### src/rtl/request_encoder.sv
// Sticky multi-hot request capture, issued one at a time as a binary index, lowest index first.
// Latency: a request in cycle N is on the outputs after edge N when loadable, unmasked and highest priority.
// Backpressure: with I_ready low the output holds bit-stable; new events accumulate in O_pending.
module request_encoder #(
    parameter  int P_width    = 3,
    localparam int P_up_width = 2**P_width
) (
    input  logic                  I_clock,
    input  logic                  I_reset_n,
    input  logic                  I_clear,
    input  logic [P_up_width-1:0] I_request,
    input  logic [P_up_width-1:0] I_mask,
    input  logic                  I_ready,
    output logic                  O_valid,
    output logic [P_width-1:0]    O_index,
    output logic [P_up_width-1:0] O_onehot,
    output logic [P_up_width-1:0] O_pending,
    output logic                  O_overflow
);

    logic                  valid_q;
    logic [P_width-1:0]    index_q;
    logic [P_up_width-1:0] onehot_q;
    logic [P_up_width-1:0] pending_q;
    logic                  overflow_q;

    logic [P_up_width-1:0] merged;
    logic [P_up_width-1:0] cand;
    logic [P_up_width-1:0] pick;
    logic [P_width-1:0]    pick_idx;
    logic                  load;

    always_comb begin
        merged   = pending_q | I_request;
        cand     = merged & ~I_mask;
        // two's-complement trick isolates the lowest set bit (zero when cand is zero)
        pick     = cand & (-cand);
        pick_idx = '0;
        for (int i = 0; i < P_up_width; i++) begin
            if (pick[i]) begin
                pick_idx = P_width'(i);
            end
        end
        load     = ~valid_q | I_ready;
    end

    always_ff @(posedge I_clock or negedge I_reset_n) begin
        if (!I_reset_n) begin
            valid_q    <= 1'b0;
            index_q    <= '0;
            onehot_q   <= '0;
            pending_q  <= '0;
            overflow_q <= 1'b0;
        end else if (I_clear) begin
            valid_q    <= 1'b0;
            index_q    <= '0;
            onehot_q   <= '0;
            pending_q  <= '0;
            overflow_q <= 1'b0;
        end else begin
            // an event landing on an already-pending source is lost
            overflow_q <= overflow_q | (|(I_request & pending_q));
            if (load) begin
                valid_q   <= |cand;
                index_q   <= pick_idx;
                onehot_q  <= pick;
                pending_q <= merged & ~pick;
            end else begin
                pending_q <= merged;
            end
        end
    end

    assign O_valid    = valid_q;
    assign O_index    = index_q;
    assign O_onehot   = onehot_q;
    assign O_pending  = pending_q;
    assign O_overflow = overflow_q;

endmodule

### config.mk
export PLATFORM = sky130hd
export DESIGN_NAME = request_encoder
export DESIGN_NICKNAME = d
export VERILOG_FILES = /design/src/rtl/request_encoder.sv
export SDC_FILE = /design/constraint.sdc
export NUM_CORES = 1
export LEC_CHECK = 0
export BUFFER_PORTS_ARGS = -buffer_cell sky130_fd_sc_hd__buf_2
export CAP_MARGIN = 40
export CORE_UTILIZATION = 47
export DETAILED_ROUTE_END_ITERATION = 8
export GPL_ROUTABILITY_DRIVEN = 0
export PLACE_DENSITY = 0.87
export SLEW_MARGIN = 20
export SYNTH_ARGS = -nofsm -noshare
export SYNTH_HDL_FRONTEND = slang
export SYNTH_SLANG_ARGS = --single-unit
### constraint.sdc
create_clock -name I_clock -period 2.2 [get_ports I_clock]
set_clock_uncertainty 0.1 [all_clocks]
set_input_delay 0.33 -clock I_clock [delete_from_list [all_inputs] [get_ports I_clock]]
set_output_delay 0.33 -clock I_clock [all_outputs]
set_load 0.05 [all_outputs]
# [Word level (Yosys, flattened, before mapping)]
# Cells that the tools add are included.
[totals] ramBits=0 romBits=0 latchBits=0 n_memories=0 in_bits=20 reg_bits=21 out_inout_bits=21
[classes] magnitude_cmp=0 shifts=0 bitwise=10 n_eq_ne=0 n_reduce_logical=3 muxes=16 n_mul=0 n_div=0 add_sub_neg=1
[op_table] cell="AND 8 bit" count=4
[op_table] cell="2-to-1 mux 8 bit" count=4
[op_table] cell="2-to-1 mux 3 bit" count=7
[op_table] cell="NOT 8 bit" count=2
[op_table] cell="OR reduction 8 bit" count=2
[op_table] cell="negator 8 bit" count=1
[op_table] cell="OR 8 bit" count=1
[op_table] cell="2-to-1 mux 1 bit" count=4
[op_table] cell="2-to-1 mux 2 bit" count=1
[op_table] cell="OR 1 bit" count=2
[op_table] cell="nonzero test 2 bit" count=1
[op_table] cell="NOT 1 bit" count=1

# [Logic depth before layout (Yosys ltp)]
[logic_depth] word_depth=13 mapped_depth=4 depth_no_buf=4

# [Least setup slack after synthesis]
# No wires, ideal clock.
[synth_timing] kind="register -> register" from="register pending_q[3] (netlist: O_pending[3])" to="register pending_q[7] (netlist: O_pending[7])" arrival_ns=1.657 path_slack_ns=0.302 required_time_ns=1.959 n_path_buf=0 setup_time_ns=0.141 stages_incl_launch_ff=5 cell_sequence="dfrtp_1 o21ba_1 nor4_4 nor4b_4 a311oi_1"
[synth_via] elab_chain_len=8
[synth_rtl] element="start: declaration" line="24" text="logic [P_up_width-1:0] pending_q;"
[synth_rtl] element="start signal: assignment" line="67" text="pending_q <= merged & ~pick;"
[synth_rtl] element="start signal: assignment" line="69" text="pending_q <= merged;"
[synth_rtl] element="OR 8 bit" line="34" text="merged = pending_q | I_request;"
[synth_rtl] element="AND 8 bit" line="35" text="cand = merged & ~I_mask;"
[synth_rtl] element="negator 8 bit" line="37" text="pick = cand & (-cand);"
[synth_rtl] element="AND 8 bit" line="37"
[synth_rtl] element="NOT 8 bit" line="67"
[synth_rtl] element="AND 8 bit" line="67"
[synth_rtl] element="2-to-1 mux 8 bit" line="63" text="if (load) begin"
[synth_rtl] element="2-to-1 mux 8 bit" line="54" text="end else if (I_clear) begin"
# No other way between the ends.
# A chain may end at the register's enable or synchronous reset.

# [Worst setup path in the final report]
# Ends and elaborated chain as after synthesis.

==> results.toml <==
[yosys]
ys_warn_count = 0
ys_async_sr_fraction_pct = 100.0
synth_edf_count = 0
syn_area_per_cell_um2 = 10.24
synthesis.area_mm2 = 0.001045
ys_seq_area_share_pct = 50.30
ys_seq_elements = 21
ys.flop_type = "dfrtp_1"
ys_types = 35
synth_nets = 122
syn_inst = 102

[drt]
wirelength_mm = 2.576
drtIter0Drc = 20
antenna_left = 0
drcViolationCount = 0
avgViaCountPerCell = 5.883
first_pass_iters = 4
vias = 1006
wl_per_cell_um = 15.06

[flow_run]
drv_cap = 0

[critical_path]
crit_buf_inv = 0
cp-start-kind = "flop"
setup.worst_path.end_class = "flop"
cp_top_family = "simple AND/OR/NAND/NOR gates"
reg2reg_from = "O_pending[3]"
rrSetupSlack_ps = 360
r2r-end = "O_pending[7]"
worstPathArrival_ps = 1920
worstSetupPathType = "reg2reg"
cp_max_fo = 7
worstRegToRegCells = 4
crit_chain = "o21ba_1 > nor4_4 > nor4b_4 > a311oi_1"
crit_path_top_delay_cell = "nor4_4"
cpPeakStageDelay_ps = 440
crit_required_ps = 2280

[sta]
fin_ws_ps = 359.0
hold_viol = 0
tns_ps = 0
setup_viol = 0
slew_viol_final = 0
period_minus_slack_ps = 1841
fmax_mhz = 543.2
tightest_slew_ps = 613.2
relSlewSlack_pct = 59.03
rsz0062_at_grt = "no"
period_share_pct = 83.68

[global_route]
grt_pass1_wl_mm = 4.429
grt_pass1_vias = 981
grt_max_degree = 22
grt_usage_pct = 24.10
grt-ovfl-total = 0
grt_antenna_before_repair = 0

[cts]
postCtsResizedCells = 0
clock_sinks = 21
cts-buffers-inserted = 3
cts_tree = "built"
clock_latency_ps = 310
htree_levels = 1
clk_pin_slew_ps = 110
clk_path_buf_depth = 2
postCtsSetupBuffers = 0
root_buffer = "clkbuf_4"
ctsHoldBuffers = 1

[finish]
diodes = 0
drive_gt1_share_pct = 38.19
final_common_cell = "buf_2"
final_cell_mix = "buf_2 (40), dfrtp_1 (21), nand2_1 (12)"
final_nets = 165
syn_to_final_growth_pct = 25.27

[status]
status = "finished, final reports clean"

[placed_design]
hpwl_mm = 1.981
port_buffers = 40
pre_cts_ws_ps = 363.7

[power]
power_leakage_uw = 0.0006369
p_per_area_mw_per_mm2 = 656.0
peakVddDrop_mv = 0.3692

[floorplan]
io_pins = 41
num_rows = 16
die_w_um = 49.15
die_h_um = 49.15
dieArea_mm2 = 0.002415
start_util_pct = 51.67
core-area_mm2 = 0.002022

[min_path]
hold_path_depth = 3
min_path_type = "in2reg"
whs_endpoint = "O_pending[6]"
hold_start = "I_mask[6]"
## kinds of logic (layout without fill, tap and decap cells)
| family | count (synthesis) | in the layout | synth area share, % |
|---|---|---|---|
| compound gates | 37 | 37 | 26.71 |
| buf+inv | 7 | 49 | 2.514 |
| flops | 21 | 21 | 50.30 |
| simple gates | 37 | 37 | 20.48 |
## cell type report
type                       instances  area, µm²
clock buffer                       3      22.52
fill                             174      713.2
timing repair buffer              42      217.7
clock inverter                     1      5.005
inverter                           3      11.26
tap                               27      33.78
multi-input combinational         74      493.0
sequential                        21      525.5
## worst reg2reg max path: cells and delay by family, from the launching register on
kind | cells | cell delay [ps]
flip-flops | 1 | 420
AO/OA/AOI/OAI | 2 | 390
AND/OR/NAND/NOR | 2 | 810
## synthesized netlist by cell type, types with 2 or more instances
master | instances | area, µm²
o221a_2 | 2 | 22.52
o311ai_0 | 2 | 17.52
clkbuf_1 | 3 | 11.26
nor3_1 | 3 | 15.01
a211oi_1 | 3 | 22.52
a21oi_1 | 11 | 55.05
nor2_1 | 8 | 30.03
dfrtp_1 | 21 | 525.5
nand3_1 | 3 | 15.01
nand2_1 | 12 | 45.04
o21bai_1 | 2 | 15.01
inv_1 | 3 | 11.26
a31oi_1 | 3 | 18.77
o21ba_2 | 5 | 50.05
## state kept, by name, indices dropped and copies added, names as in the netlist
signal / count
O_index: 3
O_onehot: 8
O_overflow: 1
O_pending: 8
O_valid: 1
## through the flow
stage	cell area (µm²)	std cells	power [µW]	util, %	hold slack (ps)
2_1_floorplan	1045	102	600.7	-	-65.59
3_3_place_gp	1271	166	669.3	62.87	202.5
3_5_place_dp	1271	166	676.6	62.87	209.9
4_1_cts	1309	171	859.3	64.73	161.7
5_1_grt	1309	171	898.8	64.73	164.0
6_report	1309	171	858.6	64.73	161.6
## power by group
part / leakage, µW / total (µW) / switching (µW) / internal (µW)
Combinational: 0.000343 / 246 / 172 / 73.5
Sequential: 0.000276 / 426 / 17.1 / 409
Clock: 0.0000177 / 187 / 119 / 67.9
Total: 0.000637 / 859 / 309 / 550
## how the worst max path moves through the flow
| stage | to | slack [ps] | cells past startpoint | startpoint |
|---|---|---|---|---|
| 3_5_place_dp | O_pending[7] | 360 | 5 | I_request[3] |
| 3_3_place_gp | O_pending[7] | 420 | 5 | I_request[3] |
| 4_1_cts | O_pending[7] | 390 | 4 | O_pending[3] |
| 2_1_floorplan | O_pending[7] | 300 | 4 | O_pending[3] |
| 5_1_grt | O_valid | 230 | 4 | O_pending[3] |
| 6_report | O_pending[7] | 360 | 4 | O_pending[3] |
## routing by layer
layer  up-vias  GRT usage, %  part of all wire [%]
li1        470             -                     -
met2        50         39.27                    48
met5         -             0                     0
met1       481         30.63                    44
met3         5         5.607                   6.9
met4         0         9.804                   1.6
Note: power is estimated with default switching activity, not from simulation.
